$ cat config.mk
export PLATFORM = sky130hd
export DESIGN_NAME = pkt_gen_ctrl
export DESIGN_NICKNAME = d
export VERILOG_FILES = /design/src/rtl/pkt_gen_ctrl.sv
export SDC_FILE = /design/constraint.sdc
export NUM_CORES = 1
export LEC_CHECK = 0
export CORE_MARGIN = 2
export CORE_UTILIZATION = 58
export DETAILED_ROUTE_END_ITERATION = 7
export GPL_ROUTABILITY_DRIVEN = 0
export PLACE_DENSITY = 0.87
export SLEW_MARGIN = 20
export SYNTH_ARGS = -nofsm -noshare
export SYNTH_HDL_FRONTEND = slang
export SYNTH_SLANG_ARGS = --single-unit
$ cat constraint.sdc
create_clock -name clk -period 7.6 [get_ports clk]
set_clock_uncertainty 0.05 [all_clocks]
set_input_delay 1.52 -clock clk [delete_from_list [all_inputs] [get_ports clk]]
set_output_delay 1.52 -clock clk [all_outputs]
set_load 0.05 [all_outputs]
$ cat src/rtl/pkt_gen_ctrl.sv
// pkt_gen_ctrl: run-control sequencer for the 16-lane packet generator.
// A software start resets the generator, programs burst length and
// inter-burst sleep, then enables it. Valid words and whole packets are
// counted until the requested number of packets has been produced. After
// that the generator is stopped and any words still in flight are counted
// as overrun. Done, abort and timeout status is reported back to software.
module pkt_gen_ctrl #(
  parameter int unsigned CLR_CYCLES   = 4,      // gen_rst hold time, 1..255
  parameter int unsigned DRAIN_CYCLES = 16,     // overrun window, 1..255
  parameter int unsigned TIMEOUT      = 65536   // RUN watchdog, > max sleep
) (
  input  logic        clk,
  input  logic        rst_n,
  input  logic        start,
  input  logic        abort,
  input  logic [31:0] cfg_burst_len,
  input  logic [31:0] cfg_sleep_write,
  input  logic [31:0] cfg_num_pkts,
  input  logic        gen_valid,
  output logic        gen_en,
  output logic        gen_rst,
  output logic [31:0] gen_burst_len,
  output logic [31:0] gen_sleep_write,
  output logic        busy,
  output logic        done,
  output logic [31:0] pkts_sent,
  output logic [31:0] words_rcvd,
  output logic [31:0] overrun_words,
  output logic        err_cfg,
  output logic        err_timeout,
  output logic        aborted
);

  // Terminal values of the phase and watchdog counters.
  localparam logic [7:0]  CLR_LAST   = 8'(CLR_CYCLES - 1);
  localparam logic [7:0]  DRAIN_LAST = 8'(DRAIN_CYCLES - 1);
  localparam logic [31:0] WD_LAST    = 32'(TIMEOUT - 1);
  localparam logic [31:0] CNT_MAX    = 32'hFFFF_FFFF;

  typedef enum logic [2:0] {
    ST_IDLE,
    ST_CLEAR,
    ST_RUN,
    ST_DRAIN,
    ST_DONE
  } state_t;

  state_t      state_reg;
  logic [31:0] num_pkts_reg;   // latched packet target
  logic [31:0] word_cnt_reg;   // position inside the current packet
  logic [31:0] wd_cnt_reg;     // RUN cycles since the last valid word
  logic [7:0]  phase_cnt_reg;  // cycles spent in CLEAR or DRAIN

  // Decoded events, all qualified by the current state.
  logic active;       // a run is in progress and may be aborted
  logic abort_hit;    // abort honoured this cycle
  logic accept;       // start accepted with a usable configuration
  logic cfg_reject;   // start refused because burst length is zero
  logic clr_last;     // final CLEAR cycle
  logic run_valid;    // valid word counted during RUN
  logic pkt_end;      // that word completes a packet
  logic last_pkt;     // that packet is the final one requested
  logic wd_fire;      // watchdog expires this cycle
  logic run_exit;     // leave RUN for DRAIN
  logic drain_valid;  // overrun word seen during DRAIN
  logic drain_last;   // final DRAIN cycle

  // Saturating increment so readout never wraps back to small values.
  function automatic logic [31:0] sat_inc(input logic [31:0] value);
    sat_inc = (value == CNT_MAX) ? value : value + 32'd1;
  endfunction

  // Event decode; abort takes precedence over every in-run transition.
  always_comb begin
    active      = (state_reg == ST_CLEAR) || (state_reg == ST_RUN) ||
                  (state_reg == ST_DRAIN);
    abort_hit   = abort && active;
    accept      = (state_reg == ST_IDLE) && start && (cfg_burst_len != 32'd0);
    cfg_reject  = (state_reg == ST_IDLE) && start && (cfg_burst_len == 32'd0);
    clr_last    = (state_reg == ST_CLEAR) && !abort && (phase_cnt_reg == CLR_LAST);
    run_valid   = (state_reg == ST_RUN) && !abort && gen_valid;
    pkt_end     = run_valid && (word_cnt_reg == gen_burst_len - 32'd1);
    last_pkt    = pkt_end && (pkts_sent == num_pkts_reg - 32'd1);
    wd_fire     = (state_reg == ST_RUN) && !abort && !gen_valid &&
                  (wd_cnt_reg == WD_LAST);
    run_exit    = last_pkt || wd_fire;
    drain_valid = (state_reg == ST_DRAIN) && !abort && gen_valid;
    drain_last  = (state_reg == ST_DRAIN) && !abort && (phase_cnt_reg == DRAIN_LAST);
  end

  // Sequencer: state plus the generator controls and run handshake outputs.
  always_ff @(posedge clk or negedge rst_n) begin
    if (!rst_n) begin
      state_reg <= ST_IDLE;
      gen_en    <= 1'b0;
      gen_rst   <= 1'b0;
      busy      <= 1'b0;
      done      <= 1'b0;
    end else begin
      done <= 1'b0;
      if (abort_hit) begin
        // Stop immediately and give the generator a one-cycle reset.
        state_reg <= ST_IDLE;
        gen_en    <= 1'b0;
        gen_rst   <= 1'b1;
        busy      <= 1'b0;
      end else begin
        case (state_reg)
          ST_IDLE: begin
            gen_en  <= 1'b0;
            gen_rst <= accept;
            busy    <= accept;
            if (accept) begin
              state_reg <= ST_CLEAR;
            end
          end
          ST_CLEAR: begin
            if (clr_last) begin
              if (num_pkts_reg == 32'd0) begin
                // Nothing to send: finish without ever enabling.
                state_reg <= ST_DONE;
                done      <= 1'b1;
                busy      <= 1'b0;
              end else begin
                state_reg <= ST_RUN;
                gen_rst   <= 1'b0;
                gen_en    <= 1'b1;
              end
            end
          end
          ST_RUN: begin
            if (run_exit) begin
              state_reg <= ST_DRAIN;
              gen_en    <= 1'b0;
            end
          end
          ST_DRAIN: begin
            if (drain_last) begin
              state_reg <= ST_DONE;
              done      <= 1'b1;
              gen_rst   <= 1'b1;
              busy      <= 1'b0;
            end
          end
          ST_DONE: begin
            state_reg <= ST_IDLE;
            gen_rst   <= 1'b0;
          end
          default: begin
            state_reg <= ST_IDLE;
            gen_en    <= 1'b0;
            gen_rst   <= 1'b0;
            busy      <= 1'b0;
          end
        endcase
      end
    end
  end

  // Shared CLEAR/DRAIN timer; restarts from zero on entry to either phase.
  always_ff @(posedge clk or negedge rst_n) begin
    if (!rst_n) begin
      phase_cnt_reg <= '0;
    end else if ((state_reg == ST_CLEAR) || (state_reg == ST_DRAIN)) begin
      phase_cnt_reg <= phase_cnt_reg + 8'd1;
    end else begin
      phase_cnt_reg <= '0;
    end
  end

  // Word position within a packet; wraps at each packet boundary.
  always_ff @(posedge clk or negedge rst_n) begin
    if (!rst_n) begin
      word_cnt_reg <= '0;
    end else if (accept || pkt_end) begin
      word_cnt_reg <= '0;
    end else if (run_valid) begin
      word_cnt_reg <= word_cnt_reg + 32'd1;
    end
  end

  // RUN watchdog: zero outside RUN and on every valid word.
  always_ff @(posedge clk or negedge rst_n) begin
    if (!rst_n) begin
      wd_cnt_reg <= '0;
    end else if ((state_reg != ST_RUN) || gen_valid) begin
      wd_cnt_reg <= '0;
    end else begin
      wd_cnt_reg <= wd_cnt_reg + 32'd1;
    end
  end

  // Configuration snapshot; held until the next accepted start.
  always_ff @(posedge clk or negedge rst_n) begin
    if (!rst_n) begin
      gen_burst_len   <= '0;
      gen_sleep_write <= '0;
      num_pkts_reg    <= '0;
    end else if (accept) begin
      gen_burst_len   <= cfg_burst_len;
      gen_sleep_write <= cfg_sleep_write;
      num_pkts_reg    <= cfg_num_pkts;
    end
  end

  // Run statistics; cleared by an accepted start, held after the run ends.
  always_ff @(posedge clk or negedge rst_n) begin
    if (!rst_n) begin
      pkts_sent     <= '0;
      words_rcvd    <= '0;
      overrun_words <= '0;
    end else if (accept) begin
      pkts_sent     <= '0;
      words_rcvd    <= '0;
      overrun_words <= '0;
    end else begin
      if (pkt_end) begin
        pkts_sent <= sat_inc(pkts_sent);
      end
      if (run_valid) begin
        words_rcvd <= sat_inc(words_rcvd);
      end
      if (drain_valid) begin
        overrun_words <= sat_inc(overrun_words);
      end
    end
  end

  // Sticky status flags; a good start clears all three.
  always_ff @(posedge clk or negedge rst_n) begin
    if (!rst_n) begin
      err_cfg     <= 1'b0;
      err_timeout <= 1'b0;
      aborted     <= 1'b0;
    end else if (accept) begin
      err_cfg     <= 1'b0;
      err_timeout <= 1'b0;
      aborted     <= 1'b0;
    end else begin
      if (cfg_reject) begin
        err_cfg <= 1'b1;
      end
      if (wd_fire) begin
        err_timeout <= 1'b1;
      end
      if (abort_hit) begin
        aborted <= 1'b1;
      end
    end
  end

endmodule

# Word-level counts from Yosys, hierarchy flattened
# Index checks and enable logic that the tools add are counted.
[word_totals]
register_bits = 274
input_bits = 101
output_inout_bits = 167
word_cells = 139
[op_classes]
add_sub_neg = 8
eq_ne = 25
n_mux = 46
reduce_logical = 43
[op_table]
columns = ["op", "count"]
rows = [
  ["32-bit two-way mux", 12],
  ["32-bit by 1-bit adder with 32-bit output (second input constant)", 5],
  ["32-bit == test (second input constant)", 3],
  ["32-bit == test", 2],
  ["32-bit zero test", 2],
  ["32-bit by 1-bit subtractor with 32-bit output (second input constant)", 2],
  ["32-bit by 16-bit == test with 1-bit output (second input constant)", 1],
  ["32-bit nonzero test", 1],
  ["1-bit two-way mux", 22],
  ["3-bit two-way mux", 6],
  ["4-bit AND reduction", 4],
  ["1-bit logical AND", 15],
  ["3-bit inequality test (second input constant)", 5],
  ["2-bit nonzero test", 7],
  ["3-bit one-hot mux with 4 select lines", 1],
  ["8-bit by 1-bit adder with 8-bit output (second input constant)", 1],
  ["8-bit by 2-bit == test with 1-bit output (second input constant)", 1],
  ["8-bit by 4-bit == test with 1-bit output (second input constant)", 1],
  ["8-bit two-way mux", 1],
  ["2-bit inequality test (second input constant)", 4],
  ["1-bit one-hot mux with 4 select lines", 2],
  ["3-bit by 2-bit == test with 1-bit output (second input constant)", 2],
  ["1-bit logical OR", 6],
  ["3-bit by 2-bit inequality test with 1-bit output (second input constant)", 2],
  ["9 further kinds", 14],
]

# Logic depth before layout (Yosys ltp)
# Gate-level depths: netlist of the first run.
[logic_depth]
ltp_word = 9
depth_mapped = 14
depth_no_buf = 11

# Worst setup path after synthesis of the first run
# OpenSTA, ideal clock, no wires.
[synth_path]
path_type = "input to register"
startpoint = "input abort"
endpoint = "register word_cnt_reg[0]"
setup_ps = 121
arrival_ps = 4166
required_time_ps = 7429
setup_slack_ps = 3263
path_stages = 11
path_buffers = 2
cell_sequence = "nor4b_1 -> nand2_1 -> or4_1 -> or3_1 -> nor4_1 -> nand4_1 -> nor4_1 -> or2_2 -> clkbuf_1 -> buf_2 -> nor2_1"
[synth_between]
elab_chain_len = 6
elab_cells_between_ends = 7
classes_between = "1 x mux; 6 x reduce/logical"
[synth_rtl]
columns = ["item", "line_no", "rtl"]
rows = [
  ["from (decl)", "15", "input logic abort,"],
  ["1-bit zero test *", "81", "run_valid = (state_reg == ST_RUN) && !abort && gen_valid;"],
  ["1-bit logical AND * (2 in a row)", "81", ""],
  ["1-bit logical AND", "82", "pkt_end = run_valid && (word_cnt_reg == gen_burst_len - 32'd1);"],
  ["1-bit logical OR", "175", "end else if (accept || pkt_end) begin"],
  ["32-bit two-way mux or 2-bit nonzero test (tied branches)", "-", ""],
  ["to (signal assigned)", "178", "word_cnt_reg <= word_cnt_reg + 32'd1;"],
  ["to (decl)", "50", "logic [31:0] word_cnt_reg;"],
]
# Mark *: on every way between the ends. The rest lies on a longest branch, timed or not.
# A chain may end at the register's enable or synchronous reset.

# Worst setup path after layout of the first run
[layout_path]
startpoint = "input abort"
endpoint = "register word_cnt_reg[25]"
# The elaborated chain is that of the path after synthesis.

==> flow_summary.toml, run 1 <==
[outcome]
status = "complete, no violations"

[synth]
yosys.area.top_type_share = 0.461
async_flop_share = 1.00
synthSimpleGateAreaFrac = 0.306
netlist_top_cells_area = "dfrtp_1 (46%), nand2_1 (9.7%), xor2_1 (6.2%)"
synthCells = 1713
synth_mux_area_frac = 0.0111
syn_avg_cell_area_um2 = 8.69
yosysMostFrequentCell = "nand2_1"
synth_xor_area_frac = 0.110
netlist_top_cells_count = "nand2_1 (384), dfrtp_1 (274), nor2_1 (190), xor2_1 (106), xnor2_1 (81)"
synth_warnings = 0
synth_top_area_cell = "dfrtp_1"
yosys_most_used_dff = "dfrtp_1"
synth-edff-count = 0
synth_top_family_by_area = "simple AND/OR/NAND/NOR gates"
synthAdderAreaFrac = 0.00672
yosysSeqAreaShare = 0.461
synth_compound_area_frac = 0.0761
synth_cell_types = 75
ys_ff_latch = 274
syn_area_mm2 = 0.0149
syn_nets = 1822

[worst_setup_path]
worst_path_max_delay_cell = "nor4b_1"
r2r_start = "num_pkts_reg[0]"
r2r_slack_ps = 3380
r2r-end = "gen_en"
critical-path-top-delay-family = "simple AND/OR/NAND/NOR gates"
cp_data_required_time_ps = 7960
startpoint_type = "input pin"
path_class = "in -> reg"
crit_top_cell = "nor4_1"
r2r_cells = 11
cp.buffers_inverters = 1
cpPeakStageDelay_ps = 790
arrival_ps = 5360
path_cells = "clkdlybuf4s50_1 -> nor4b_1 -> nand2_1 -> or4_1 -> or3_1 -> nor4_1 -> nand4_1 -> nor4_1 -> or2_2 -> nor2_1"
worst_setup_path_end_kind = "register"
critPathMaxFanout = 32

[layout]
syn2layout_area_growth_pct = 26.6
final_layout_size_suffix_gt1_frac = 0.0510
num_antenna_cells = 0
nets = 2047
nFillCells = 1730

[clocking]
postCtsSetupBuffers = 0
clockRootBuffer = "clkbuf_16"
path_clk_slew_ps = 60
clk-insertion-delay-late_ps = 560
numCtsBuffers = 30
post_cts_resized = 0
ctsHtreeMaxLevel = 1
clkSinkCount = 274
clk_path_buf_depth = 3
ctsHoldBuffers = 0
cts_tree = "yes"

[die]
design.die.area_mm2 = 0.0270
die_w_um = 164
die_y_um = 164
io_pins = 268
num_rows = 58
core_area_mm2 = 0.0252
start_util = 0.591

[timing]
drv_slew = 0
setup_tns_ps = 0
max_freq_mhz = 200
fin_crit_sh = 0.658
layout_min_cycle_time_ps = 5000
finalHoldViolCount = 0
finalSetupViolations = 0
holdWs_ps = 423
rsz0062_at_grt = "false"
maxSlewHeadroom = 0.328
tightest_slew_ps = 1010

[pwr]
ir_drop_uv = 299
power_switching_share = 0.422
seqPwrFrac = 0.346
p_clk_frac = 0.255
p_leak_nw = 8.19
power.internal_mw = 3.60
power_density_mw_per_mm2 = 330
power_frac_comb = 0.399
switchingPower_mw = 2.63

[min_path]
hold_start = "gen_sleep_write[22]"
hold_path_class = "reg -> reg"
min_path_cells = 2
holdPathEnd = "gen_sleep_write[22]"

[flow_run]
maxCapViolCount = 0

[global_routing]
grt_overflow = 0
antenna_found_initial = 1
grt_use_total = 0.305
grt_pass1_wl_mm = 66.7
grt_max_degree = 151
grt_pass1_vias = 13200

[drt]
drc = 0
via_count = 13500
routed_via_density = 5.90
first_pass_iters = 5
drt_iter0_drc = 1053
wl_mm = 41.3
wire_per_inst_um = 18.0
ant_nets = 0

[placed_design]
io_buffers = 267
dp_hpwl_mm = 29.0
## cell usage in the layout, fill, tap and decap left out, types with 22 or more instances in the layout
master,netlist,layout
xor2_1,106,106
nor4_1,38,38
nand4_1,43,43
xnor2_1,81,81
clkdlybuf4s50_1,0,266
or4_1,22,22
and3_1,39,39
clkbuf_16,0,31
o21ai_0,41,40
or3_1,34,34
nand2_1,384,384
a21oi_1,51,51
nand3_1,64,64
dfrtp_1,274,274
nor3_1,32,32
nor2_1,190,190
## final cells by class
class                           instances  area, µm²  share of cell area
Tap cell                              330        413              0.0219
Sequential cell                       274       6860               0.364
Inverter                               21       78.8             0.00418
Multi-Input combinational cell       1334       7620               0.404
Clock inverter                         10        154             0.00816
Timing Repair Buffer                  277       2780               0.147
Clock buffer                           46        952              0.0505
## layer usage
layer | vias to the layer above | GRT usage | part of all wire
met5 | - | 0 | 0.00031
met4 | 2 | 0.0889 | 0.027
met3 | 100 | 0.0715 | 0.088
met2 | 555 | 0.510 | 0.48
met1 | 6558 | 0.397 | 0.40
li1 | 6318 | - | -
## per-stage QoR
step	instance area, µm²	cells	total power [mW]	utilization	worst slack [ps]
finish	18900	2292	6.22	0.749	2600
global route	18900	2292	6.53	0.749	2290
CTS	18900	2292	6.23	0.749	2620
detailed placement	17700	2236	4.62	0.705	2080
global placement	17700	2236	4.54	0.705	2270
floorplan	14900	1713	3.81	-	3260
## tightest hold or removal path, delay by kind of cell, from the launching register on
family / cells / cell delay (ps)
simple gates: 2 / 100
flops: 1 / 340
## how the worst max path moves through the flow
stage / start / end / slack (ps) / depth (start not counted)
2_1_floorplan: abort / word_cnt_reg[0] / 3260 / 11
3_3_place_gp: abort / word_cnt_reg[31] / 2270 / 10
3_5_place_dp: abort / word_cnt_reg[10] / 2080 / 10
4_1_cts: abort / word_cnt_reg[25] / 2620 / 10
5_1_grt: abort / word_cnt_reg[25] / 2290 / 10
6_report: abort / word_cnt_reg[25] / 2600 / 10
## power by group through the flow
stage / combinational (mW) / sequential [mW] / clock, mW
after floorplan: 1.18 / 2.63 / 0
after global placement: 2.40 / 2.14 / 0
after detailed placement: 2.46 / 2.16 / 0
after CTS: 2.48 / 2.14 / 1.61
after global routing: 2.67 / 2.19 / 1.67
final: 2.48 / 2.15 / 1.59
## cells by family (layout without fill, tap and decap cells)
kind of cell,after synthesis,in the layout
XOR/XNOR,187,187
flip-flops,274,274
adder cells (fa/ha/maj),8,8
AO/OA/AOI/OAI,176,176
AND/OR/NAND/NOR,947,947
multiplexers,16,16
buffers and inverters,105,354
Power figures use the tool's default switching activity.
==> run 2, diff against run 1 <==
--- a/config.mk
+++ b/config.mk
@@ -6,10 +6,10 @@
 export NUM_CORES = 1
 export LEC_CHECK = 0
 export CORE_MARGIN = 2
-export CORE_UTILIZATION = 58
+export CORE_UTILIZATION = 54
 export DETAILED_ROUTE_END_ITERATION = 7
 export GPL_ROUTABILITY_DRIVEN = 0
-export PLACE_DENSITY = 0.87
+export PLACE_DENSITY = 0.82
 export SLEW_MARGIN = 20
 export SYNTH_ARGS = -nofsm -noshare
 export SYNTH_HDL_FRONTEND = slang
==> constraint.sdc (replaced) <==
create_clock -name clk -period 4.7 [get_ports clk]
set_clock_uncertainty 0.05 [all_clocks]
set_input_delay 0.94 -clock clk [delete_from_list [all_inputs] [get_ports clk]]
set_output_delay 0.94 -clock clk [all_outputs]
set_load 0.05 [all_outputs]
==> flow_summary.toml, run 2 (synthesis gave the netlist of run 1 again) <==
[die]
core_area_mm2 = 0.0270
die_w_um = 170
num_rows = 60
start_util = 0.551
die_y_um = 170
design.die.area_mm2 = 0.0289
io_pins = 268

[pwr]
switchingPower_mw = 4.23
power.internal_mw = 5.69
seqPwrFrac = 0.349
p_clk_frac = 0.242
power_switching_share = 0.426
p_leak_nw = 8.20
ir_drop_uv = 308
finalPower_mw = 9.93
power_density_mw_per_mm2 = 526
power_frac_comb = 0.409

[clocking]
clk-insertion-delay-late_ps = 570
post_cts_resized = 0
numCtsBuffers = 30
ctsHtreeMaxLevel = 1
path_clk_slew_ps = 60
clk_path_buf_depth = 3
clkSinkCount = 274
ctsHoldBuffers = 0
clockRootBuffer = "clkbuf_16"
cts_tree = "yes"
postCtsSetupBuffers = 0

[timing]
drv_slew = 0
finalHoldViolCount = 0
tightest_slew_ps = 986
max_freq_mhz = 235
layout_min_cycle_time_ps = 4250
rsz0062_at_grt = "false"
setup_tns_ps = 0
fin_crit_sh = 0.905
maxSlewHeadroom = 0.343
finalSetupViolations = 0

[layout]
layout_commonest_cell = "nand2_1"
num_antenna_cells = 0
nFillCells = 2066
final_layout_size_suffix_gt1_frac = 0.0524
finish.utilization = 0.699
nets = 2056
syn2layout_area_growth_pct = 26.8
final_cell_mix = "nand2_1 (384), dfrtp_1 (274), clkdlybuf4s50_1 (266), nor2_1 (190), xor2_1 (106)"

[flow_run]
maxCapViolCount = 0

[drt]
drc = 0
wl_mm = 41.3
routed_via_density = 5.89
ant_nets = 0
drt_iter0_drc = 1158
first_pass_iters = 5
wire_per_inst_um = 17.9
via_count = 13600

[worst_setup_path]
worst_setup_path_end_kind = "register"
r2r_slack_ps = 450
startpoint_type = "register"
r2r_cells = 12
arrival_ps = 4620
critPathMaxFanout = 32
path_class = "reg -> reg"
r2r-end = "word_cnt_reg[24]"
cp_data_required_time_ps = 5060
r2r_start = "gen_burst_len[0]"

[global_routing]
antenna_found_initial = 4
grt_max_degree = 126
grt_pass1_vias = 13200
grt_use_total = 0.284
grt_pass1_wl_mm = 67.2
grt_overflow = 0

[placed_design]
dp_hpwl_mm = 29.3
io_buffers = 267

[min_path]
hold_path_class = "in -> async"

[outcome]
status = "complete, no violations"
[run 2: cell types whose count changed in the layout (fill, tap and decap cells not counted), sizes merged]
cell / before / now
clkinv: 6 / 5
bufinv: 4 / 3
clkinvlp: 0 / 1
clkbuf: 46 / 43
buf: 11 / 20
[run 2: worst max-delay path: stages, from the launching register on]
cell	delay [ps]
dfrtp_1	450
inv_1	100
ha_1	210
nor3b_1	610
buf_4	250
a22oi_1	90
or4_1	550
or3_1	320
nor4_1	270
nand4_1	130
nor4_1	330
or2_2	620
nor2_1	130
[run 2: power by group through the flow]
stage	combinational, mW	clock (mW)	sequential [mW]
6_report	4.06	2.40	3.46
5_1_grt	4.39	2.54	3.53
4_1_cts	4.06	2.44	3.45
3_5_place_dp	4.04	0	3.48
3_3_place_gp	3.96	0	3.45
2_1_floorplan	1.91	0	4.25
[run 2: how the worst max path moves through the flow]
stage                           from          endpoint  slack (ps)  cells after the start
global placement               abort  word_cnt_reg[31]         450                     11
detailed placement             abort  word_cnt_reg[24]         310                     11
CTS                  num_pkts_reg[5]            gen_en         450                      9
finish              gen_burst_len[0]  word_cnt_reg[24]         450                     12
global route        gen_burst_len[0]  word_cnt_reg[25]         150                     12
floorplan            num_pkts_reg[5]            gen_en         910                     12
[run 2: metrics by stage]
| step | cells | hold slack, ps | setup slack, ps | instance area, µm² |
|---|---|---|---|---|
| 3_3_place_gp | 2255 | 407 | 452 | 17900 |
| 3_5_place_dp | 2255 | 413 | 311 | 17900 |
| 4_1_cts | 2307 | 428 | 454 | 18900 |
| 6_report | 2308 | 411 | 445 | 18900 |
| 2_1_floorplan | 1713 | 405 | 913 | 14900 |
| 5_1_grt | 2308 | 448 | 150 | 18900 |
[run 2: metal layers]
| layer | track usage | routed length [µm] | up-vias |
|---|---|---|---|
| met1 | 0.376 | 17200 | 6569 |
| met5 | 0 | 57 | - |
| met4 | 0.0877 | 1220 | 8 |
| met3 | 0.0630 | 3330 | 98 |
| li1 | - | - | 6352 |
| met2 | 0.466 | 19500 | 564 |
[run 2: final cells by class]
type	count	area [µm²]	area share
well taps	341	427	0.0226
flip-flops and latches	274	6860	0.363
inverters	21	78.8	0.00417
clock inverters	9	134	0.00709
clock buffers	43	880	0.0466
repair buffers	286	2890	0.153
multi-input cells	1334	7620	0.403
==> run 3, diff against run 2 <==
--- a/config.mk
+++ b/config.mk
@@ -6,10 +6,9 @@
 export NUM_CORES = 1
 export LEC_CHECK = 0
 export CORE_MARGIN = 2
-export CORE_UTILIZATION = 54
+export CORE_UTILIZATION = 40
 export DETAILED_ROUTE_END_ITERATION = 7
 export GPL_ROUTABILITY_DRIVEN = 0
-export PLACE_DENSITY = 0.82
 export SLEW_MARGIN = 20
 export SYNTH_ARGS = -nofsm -noshare
 export SYNTH_HDL_FRONTEND = slang
==> flow_summary.toml, run 3 (synthesis gave the netlist of run 1 again) <==
[outcome]
status = "complete, no violations"

[global_routing]
grt_max_degree = 105
met2_usage = 0.351
grt_overflow = 0
antenna_found_initial = 5
use_met3 = 0.0607
grt_busiest_layer = "met2"
grt_use_total = 0.224
grt_pass1_vias = 12900
grt_pass1_wl_mm = 69.9
grtUsageMet1 = 0.305

[timing]
fin_crit_sh = 0.896
drv_slew = 0
rsz0062_at_grt = "false"
finalHoldViolCount = 0
finalSetupViolations = 0
setup_tns_ps = 0
layout_min_cycle_time_ps = 4210
tightest_slew_ps = 886
max_freq_mhz = 237
maxSlewHeadroom = 0.410

[worst_setup_path]
critPathMaxFanout = 10
worst_setup_path_end_kind = "register"
r2r_start = "num_pkts_reg[5]"
r2r-end = "gen_en"
cp-endpoint = "gen_en"
r2r_cells = 9
path_class = "reg -> reg"
cp_data_required_time_ps = 5060
r2r_slack_ps = 490
startpoint_type = "register"
arrival_ps = 4570
critPathLaunch = "num_pkts_reg[5]"

[die]
start_util = 0.407
io_pins = 268
die_y_um = 197
die_w_um = 197
design.die.area_mm2 = 0.0388
core_area_mm2 = 0.0366
num_rows = 70

[layout]
layout_commonest_cell = "nand2_1"
final_layout_size_suffix_gt1_frac = 0.0601
syn2layout_area_growth_pct = 28.8
nets = 2066
final_cell_mix = "nand2_1 (384), dfrtp_1 (274), clkdlybuf4s50_1 (266), nor2_1 (190), xor2_1 (106)"
nFillCells = 3483

[flow_run]
maxCapViolCount = 0

[drt]
first_pass_iters = 5
wl_mm = 42.9
drc = 0
wire_per_inst_um = 17.5
drt_iter0_drc = 795
via_count = 13200
routed_via_density = 5.39
ant_nets = 0

[clocking]
ctsHoldBuffers = 0
cts_tree = "yes"
ctsHtreeMaxLevel = 2
clockRootBuffer = "clkbuf_16"
path_clk_slew_ps = 60
clk-insertion-delay-late_ps = 530
clkSinkCount = 274
clk_path_buf_depth = 3
numCtsBuffers = 34
post_cts_resized = 0
postCtsSetupBuffers = 0

[min_path]
hold_path_class = "in -> async"

[pwr]
p_leak_nw = 8.27
ir_drop_uv = 272
power_density_mw_per_mm2 = 532
finalPower_mw = 10.2

[placed_design]
io_buffers = 267
dp_hpwl_mm = 30.6
## run 3: critical path, cell delays in order, from the launching register on
cell	delay [ps]
dfrtp_1	480
or4_4	620
or4_4	600
or2_4	290
nor2_1	110
mux2_2	330
or4_1	510
nor4_1	450
a31oi_1	280
o32a_1	380
## run 3: metal layers
layer  wire, µm  vias up
li1           -     6360
met1      19300     6402
met2      19400      352
met3       3210       78
met4       1040        6
met5         44        -
## run 3: report_power, final
group	leakage, nW	internal, mW	switching, mW
clock network	0.556	1.59	1.07
logic	4.05	1.42	2.65
registers	3.66	2.80	0.649
total	8.27	5.82	4.37
## run 3: area by class of cell
cell class | instances | area (µm²) | area share
Antenna cell | 1 | 2.50 | 0.000131
Multi-Input combinational cell | 1334 | 7620 | 0.397
Inverter | 21 | 78.8 | 0.00411
Tap cell | 468 | 586 | 0.0305
Timing Repair Buffer | 292 | 2890 | 0.151
Sequential cell | 274 | 6860 | 0.358
Clock buffer | 45 | 983 | 0.0513
Clock inverter | 14 | 158 | 0.00822
## run 3: per-stage QoR
step	utilization	hold slack, ps	std cells	area, µm²	setup slack, ps
2_1_floorplan	-	405	1713	14900	913
3_3_place_gp	0.492	408	2389	18000	458
3_5_place_dp	0.492	411	2389	18000	405
4_1_cts	0.524	426	2448	19200	410
5_1_grt	0.524	418	2448	19200	283
6_report	0.524	358	2449	19200	487
## run 3: worst min-delay path by stage
| stage | from | to | cells after the start | slack (ps) |
|---|---|---|---|---|
| 3_5_place_dp | gen_sleep_write[3] | gen_sleep_write[3] | 2 | 410 |
| 6_report | rst_n | gen_burst_len[14] | 1 | 360 |
| 2_1_floorplan | phase_cnt_reg[0] | phase_cnt_reg[0] | 1 | 410 |
| 4_1_cts | gen_sleep_write[27] | gen_sleep_write[27] | 2 | 430 |
| 5_1_grt | rst_n | gen_burst_len[14] | 1 | 420 |
| 3_3_place_gp | gen_sleep_write[31] | gen_sleep_write[31] | 2 | 410 |
